--- src/rtl/cart_pkg.sv ---
`default_nettype none
// ============================================================================
// Module   : cart_pkg
// Purpose  : Shared cartridge-scan types and sizing constants.
// Revision : 1.0 - initial release
// ============================================================================
package cart_pkg;

    localparam int ADDR_W_DEF    = 15;
    localparam int MAX_ROM_BYTES = 1 << ADDR_W_DEF;

    typedef enum logic [2:0] {
        ST_IDLE  = 3'd0,
        ST_CLEAR = 3'd1,
        ST_SCAN  = 3'd2,
        ST_DRAIN = 3'd3,
        ST_DONE  = 3'd4
    } scan_state_t;

endpackage : cart_pkg
`default_nettype wire

--- src/rtl/rd_pipe.sv ---
`default_nettype none
// ============================================================================
// Module   : rd_pipe
// Purpose  : LATENCY-deep valid/address delay line matching a BRAM read port.
// Revision : 1.0 - initial release
// ============================================================================
module rd_pipe #(
    parameter int LATENCY = 1,
    parameter int AW      = 15
) (
    input  logic          clk,
    input  logic          rst,
    input  logic          i_vld,
    input  logic [AW-1:0] i_addr,
    output logic          o_vld,
    output logic [AW-1:0] o_addr,
    output logic          o_any
);

    logic [LATENCY-1:0] r_vld;
    logic [AW-1:0]      r_addr [LATENCY];

    always_ff @(posedge clk or posedge rst) begin
        if (rst) begin
            r_vld <= '0;
            for (int i = 0; i < LATENCY; i++) begin
                r_addr[i] <= '0;
            end
        end else begin
            r_vld[0]  <= i_vld;
            r_addr[0] <= i_addr;
            for (int i = 1; i < LATENCY; i++) begin
                r_vld[i]  <= r_vld[i-1];
                r_addr[i] <= r_addr[i-1];
            end
        end
    end

    assign o_vld  = r_vld[LATENCY-1];
    assign o_addr = r_addr[LATENCY-1];
    // Any read still in flight, including the one about to emerge
    assign o_any  = |r_vld;

endmodule : rd_pipe
`default_nettype wire

--- src/rtl/rom_scan.sv ---
`default_nettype none
// ============================================================================
// Module   : rom_scan
// Purpose  : Walks a loaded cart image and streams (address, byte) strobes.
// Revision : 1.0 - initial release
// ============================================================================
module rom_scan
    import cart_pkg::*;
#(
    parameter int READ_LATENCY = 1,
    parameter int ADDR_W       = ADDR_W_DEF
) (
    input  logic              clk,
    input  logic              reset,
    input  logic              start,
    input  logic [15:0]       rom_size,
    input  logic              mem_grant,
    output logic              mem_rd,
    output logic [ADDR_W-1:0] mem_addr,
    input  logic [7:0]        mem_data,
    output logic              det_clear,
    output logic              scan_ena,
    output logic [ADDR_W-1:0] scan_addr,
    output logic [7:0]        scan_data,
    output logic              busy,
    output logic              done
);

    // Size arithmetic is wide enough for both rom_size and 2^ADDR_W
    localparam int SW = (ADDR_W + 1 > 17) ? ADDR_W + 1 : 17;
    localparam logic [SW-1:0] C_MAX = SW'(1) << ADDR_W;

    scan_state_t     r_state;
    logic            r_start_q;
    logic [ADDR_W:0] r_cnt;
    logic [SW-1:0]   r_n;

    logic              w_start_acc;
    logic              w_last;
    logic [SW-1:0]     w_rs;
    logic [SW-1:0]     w_n;
    logic              w_pipe_vld;
    logic              w_pipe_any;
    logic [ADDR_W-1:0] w_pipe_addr;

    assign w_rs        = SW'(rom_size);
    assign w_n         = (w_rs > C_MAX) ? C_MAX : w_rs;
    assign w_start_acc = start & ~r_start_q &
                         ((r_state == ST_IDLE) || (r_state == ST_DONE));
    assign w_last      = ((SW'(r_cnt) + SW'(1)) == r_n);

    assign mem_rd   = (r_state == ST_SCAN) & mem_grant;
    assign mem_addr = r_cnt[ADDR_W-1:0];

    rd_pipe #(
        .LATENCY (READ_LATENCY),
        .AW      (ADDR_W)
    ) u_rd_pipe (
        .clk    (clk),
        .rst    (reset),
        .i_vld  (mem_rd),
        .i_addr (mem_addr),
        .o_vld  (w_pipe_vld),
        .o_addr (w_pipe_addr),
        .o_any  (w_pipe_any)
    );

    always_ff @(posedge clk or posedge reset) begin
        if (reset) begin
            r_state   <= ST_IDLE;
            r_start_q <= 1'b0;
            r_cnt     <= '0;
            r_n       <= '0;
            det_clear <= 1'b0;
            busy      <= 1'b0;
            done      <= 1'b0;
            scan_ena  <= 1'b0;
            scan_addr <= '0;
            scan_data <= '0;
        end else begin
            r_start_q <= start;
            det_clear <= 1'b0;
            scan_ena  <= w_pipe_vld;
            if (w_pipe_vld) begin
                scan_addr <= w_pipe_addr;
                scan_data <= mem_data;
            end

            case (r_state)
                ST_IDLE, ST_DONE: begin
                    if (w_start_acc) begin
                        r_state   <= ST_CLEAR;
                        det_clear <= 1'b1;
                        busy      <= 1'b1;
                        done      <= 1'b0;
                        r_cnt     <= '0;
                        r_n       <= w_n;
                    end
                end
                ST_CLEAR: begin
                    if (r_n != '0) begin
                        r_state <= ST_SCAN;
                    end else begin
                        r_state <= ST_DONE;
                        busy    <= 1'b0;
                        done    <= 1'b1;
                    end
                end
                ST_SCAN: begin
                    if (mem_grant) begin
                        r_cnt <= r_cnt + 1'b1;
                        if (w_last) begin
                            r_state <= ST_DRAIN;
                        end
                    end
                end
                ST_DRAIN: begin
                    // Final strobe is on the outputs and nothing is left in flight
                    if (scan_ena && !w_pipe_any) begin
                        r_state <= ST_DONE;
                        busy    <= 1'b0;
                        done    <= 1'b1;
                    end
                end
                default: r_state <= ST_IDLE;
            endcase
        end
    end

endmodule : rom_scan
`default_nettype wire

--- config.mk ---
export PLATFORM = sky130hd
export DESIGN_NAME = rom_scan
export DESIGN_NICKNAME = d
export VERILOG_FILES = /design/src/rtl/cart_pkg.sv /design/src/rtl/rd_pipe.sv /design/src/rtl/rom_scan.sv
export SDC_FILE = /design/constraint.sdc
export NUM_CORES = 1
export LEC_CHECK = 0
export ABC_CLOCK_PERIOD_IN_PS = 2900
export BUFFER_PORTS_ARGS = -buffer_cell sky130_fd_sc_hd__buf_2
export CORE_UTILIZATION = 50
export CTS_CLUSTER_DIAMETER = 200
export CTS_CLUSTER_SIZE = 28
export DETAILED_ROUTE_END_ITERATION = 6
export PLACE_DENSITY_LB_ADDON = 0.08
export RECOVER_POWER = 50
export SLEW_MARGIN = 15
export SYNTH_ARGS = -nofsm -noshare
export SYNTH_HDL_FRONTEND = slang
export SYNTH_SLANG_ARGS = --single-unit
export TNS_END_PERCENT = 5
--- constraint.sdc ---
create_clock -name clk -period 2.9 [get_ports clk]
set_clock_uncertainty 0.2 [all_clocks]
set_input_delay 0.58 -clock clk [delete_from_list [all_inputs] [get_ports clk]]
set_output_delay 0.58 -clock clk [all_outputs]
set_load 0.005 [all_outputs]
==> metrics.csv <==
stage;metric;value;unit
run_status;run status;complete, but fails checks;
run_status;violated checks;capacitance limit, slew limit;
placed_design;worst slack at placement;0.227;ns
die;core area;0.00721;mm^2
placed_design;GP Congestion;0.833;
cells_and_area;area of all placed cells without fillers;0.00421;mm^2
route;remaining routing DRC violations;0;
placed_design;count of input and output buffers;70;
synth;main combinational cell family by area after synthesis;simple AND/OR/NAND/NOR gates;
min_path;worst min-delay path class;in2reg;
synth;most frequent cell after synthesis;sky130_fd_sc_hd__dfrtp_1;
sta;minimum hold slack;0.154;ns
cts;number of buffers created by CTS;9;
cts;number of levels in the clock H-tree;3;
placed_design;Post-Place Cell Area;0.00408;mm^2
synth;post-synth top area cell;sky130_fd_sc_hd__dfrtp_1;
cts;sink count of the clock tree;79;
cts;TritonCTS clock tree;done;
worst_setup_path;worst r2r src;r_cnt[4];
synth;Avg Synthesized Cell Area;11.5;um^2
cts;clk root buf;sky130_fd_sc_hd__clkbuf_8;
cells_and_area;area growth from synthesis to layout;13.4;%
cells_and_area;NumNets Final;413;
cts;Post CTS Setup Buffer Count;0;
global_route;GR met3 Demand/Resource;0.0358;
route;Initial DRT Pass Iterations;4;
global_route;antenna violations before repair;0;
job;max cap viols;2;
sta;maximum clock rate;369;MHz
synth;fraction of synthesized area in multiplexers;0.0846;
sta;pins over their slew limit;81;
pwr;static leakage;2.11;nW
global_route;met1 capacity usage during global routing;0.281;
cells_and_area;Sequential Area;0.00198;mm^2
worst_setup_path;Worst setup startpoint;r_cnt[4];
cells_and_area;share of final-layout standard cells stronger than drive strength 1;0.326;
route;iteration-0 DRC count of the detailed router;143;
global_route;via count of the first global-routing pass;2375;
synth;post-synthesis compound-gate area fraction;0.125;
sta;slew at the pin closest to its max-slew limit;2.03;ns
cts;number of buffers added to fix hold violations after cts;0;
die;vertical die dimension;88.2;um
die;standard-cell row count;31;
cts;CTS max path bufs;2;
synth;Net Count, Synth;353;
pwr;Final Power;1.87;mW
route;wire per inst;15.3;um
synth;number of enable-type register cells in the synthesized netlist;0;
sta;RSZ-0062 raised after global routing;no;
synth;Primary FF master, synth;sky130_fd_sc_hd__dfrtp_1;
die;Starting Density;0.515;
route;WL final;7.45;mm
synth;Distinct cells, synth;52;
min_path;launch instance of the worst min-delay path;start;
pwr;largest vdd supply drop;0.206;mV
cells_and_area;filler cell count in the final layout;651;
synth;sequential fraction of the synthesis area;0.532;
cts;latest clock arrival within the worst-skew pair;0.35;ns
die;die area;0.00778;mm^2
synth;fraction of post-synthesis cell area in the top cell type by area;0.532;
sta;share of the cycle needed by the critical path after routing;0.934;
synth;Post-Synth Adder-Cell Area;0.00337;
global_route;combined global-route utilization of all metal layers;0.207;
worst_setup_path;Critical Path End Type;flip-flop;
cts;clock transition at the register clock pins on the worst setup and hold paths after CTS;0.07;ns
sta;post-route minimum period;2.71;ns
die;number of I/O pins;71;
worst_setup_path;nature of the critical path startpoint;flip-flop;
route;via count;2653;
route;number of routed nets with antenna violations;0;
synth;xor and xnor fraction of the mapped netlist area;0.0472;
synth;ranking of synthesized cells by area;sky130_fd_sc_hd__dfrtp_1 53%, sky130_fd_sc_hd__mux2_2 7.0%, sky130_fd_sc_hd__buf_4 4.0%;
synth;Synth Register Bits;79;
route;via density per instance;5.46;
synth;simple-gate area share of the yosys netlist;0.148;
synth;top cell types by occurrence after synthesis;79 x sky130_fd_sc_hd__dfrtp_1, 24 x sky130_fd_sc_hd__o21ai_0, 23 x sky130_fd_sc_hd__mux2_2;
sta;final hold vios;0;
sta;final-layout setup total negative slack;0;ns
synth;gate count after technology mapping;324;
worst_setup_path;class of the most critical setup path;reg2reg;
cells_and_area;antenna diode instance count;0;
sta;post-layout worst setup margin;0.193;ns
global_route;overall overflow remaining after global route;0;
global_route;met2 track utilization from global routing;0.317;
synth;count of warnings emitted by yosys;0;
die;die width;88.2;um
synth;fraction of synthesis flops using an asynchronous set or reset pin;1.00;
worst_setup_path;worst path required time;2.93;ns
pwr;Power Density;445;mW/mm^2
placed_design;half-perimeter wire length after placement;5.45;mm
global_route;layer with the highest usage;met2;
sta;number of setup violations in the final report;0;
cells_and_area;footprint of the multi-input gates;0.00152;mm^2
global_route;wire length of the first global-routing pass;11.8;mm
global_route;largest net degree at the start of global routing;41;
worst_setup_path;critical path data arrival time;2.74;ns
worst_setup_path;peak fanout along the critical path;10;
cts;# resized after CTS;0;
sta;worst rel slew slack;-0.352;
synth;Netlist Area Pre-Place;0.00371;mm^2
## final timing paths
check                          endpoint  slack [ns]  cells after the start
min in group asynchronous  scan_data[1]        0.75                      3
hold / removal                r_start_q        0.15                      1
setup / recovery             r_state[2]        0.19                      7
max in group asynchronous      r_cnt[7]        0.55                      3
setup reg to reg             r_state[2]        0.19                      7
hold reg to reg            scan_addr[9]        0.27                      1
## worst max-delay path: stages (launching register included)
cell,delay (ns)
sky130_fd_sc_hd__dfrtp_1,0.55
sky130_fd_sc_hd__and3_1,0.39
sky130_fd_sc_hd__nand3_1,0.19
sky130_fd_sc_hd__a41oi_1,0.21
sky130_fd_sc_hd__mux2i_1,0.11
sky130_fd_sc_hd__nor4b_2,0.31
sky130_fd_sc_hd__a41oi_2,0.26
sky130_fd_sc_hd__mux2_4,0.36
## stage by stage
| step | std cells | util |
|---|---|---|
| 2_1_floorplan | 324 | - |
| 3_3_place_gp | 472 | 0.566 |
| 3_5_place_dp | 472 | 0.566 |
| 4_1_cts | 486 | 0.587 |
| 5_1_grt | 486 | 0.584 |
| 6_report | 486 | 0.584 |
## kinds of logic after synthesis
family          Yosys count
xor+xnor                 20
flops                    79
mux                      28
compound gates           66
buf+inv                  38
fa+ha+maj                 1
simple gates             92
## layer usage
metal | wire, um | part of all wire | up-vias
li1 | - | - | 1273
met1 | 3590 | 0.48 | 1290
met2 | 3380 | 0.45 | 71
met3 | 286 | 0.038 | 19
met4 | 195 | 0.026 | 0
met5 | 0 | 0 | -
## final cells by class
class | count | share of cell area
inverters | 4 | 0.00386
repair buffers | 83 | 0.101
clock inverters | 4 | 0.00594
flip-flops and latches | 79 | 0.469
multi-input cells | 207 | 0.360
well taps | 99 | 0.0294
clock buffers | 10 | 0.0303
## state kept, by name, summed over array words and instances, names as in the netlist
signal	cells
scan_addr	15
done	1
r_start_q	1
det_clear	1
busy	1
scan_data	8
scan_ena	1
r_state	3
r_n	16
u_rd_pipe.o_any	1
r_cnt	16
u_rd_pipe.o_addr	15
## where the power goes
part	switching [mW]	internal, mW	leakage [nW]
combinational	0.0432	0.0359	0.952
sequential	0.0135	1.11	1.08
clock	0.371	0.298	0.0740
## layout by cell type (no fill, tap or decap), types with 2 or more instances in the layout
cell type,instances
sky130_fd_sc_hd__a211oi_1,2
sky130_fd_sc_hd__a21oi_1,4
sky130_fd_sc_hd__a22o_1,14
sky130_fd_sc_hd__a41oi_1,3
sky130_fd_sc_hd__and2_1,3
sky130_fd_sc_hd__and3_1,4
sky130_fd_sc_hd__and4_1,2
sky130_fd_sc_hd__buf_2,69
sky130_fd_sc_hd__buf_4,7
sky130_fd_sc_hd__clkbuf_1,8
sky130_fd_sc_hd__clkbuf_8,9
sky130_fd_sc_hd__clkinv_2,2
sky130_fd_sc_hd__clkinvlp_4,2
sky130_fd_sc_hd__dfrtp_1,79
sky130_fd_sc_hd__inv_1,2
sky130_fd_sc_hd__mux2_2,23
sky130_fd_sc_hd__mux2i_1,4
sky130_fd_sc_hd__nand2_1,18
sky130_fd_sc_hd__nand2b_1,3
sky130_fd_sc_hd__nand3_1,9
sky130_fd_sc_hd__nand4_1,6
sky130_fd_sc_hd__nor2_1,15
sky130_fd_sc_hd__nor2b_1,5
sky130_fd_sc_hd__nor3_1,4
sky130_fd_sc_hd__nor3b_1,2
sky130_fd_sc_hd__nor4_1,7
sky130_fd_sc_hd__o21a_1,3
sky130_fd_sc_hd__o21ai_0,24
sky130_fd_sc_hd__o31ai_1,9
sky130_fd_sc_hd__xnor2_1,15
sky130_fd_sc_hd__xor2_1,5
No activity file was read; power rests on OpenSTA's default activity.
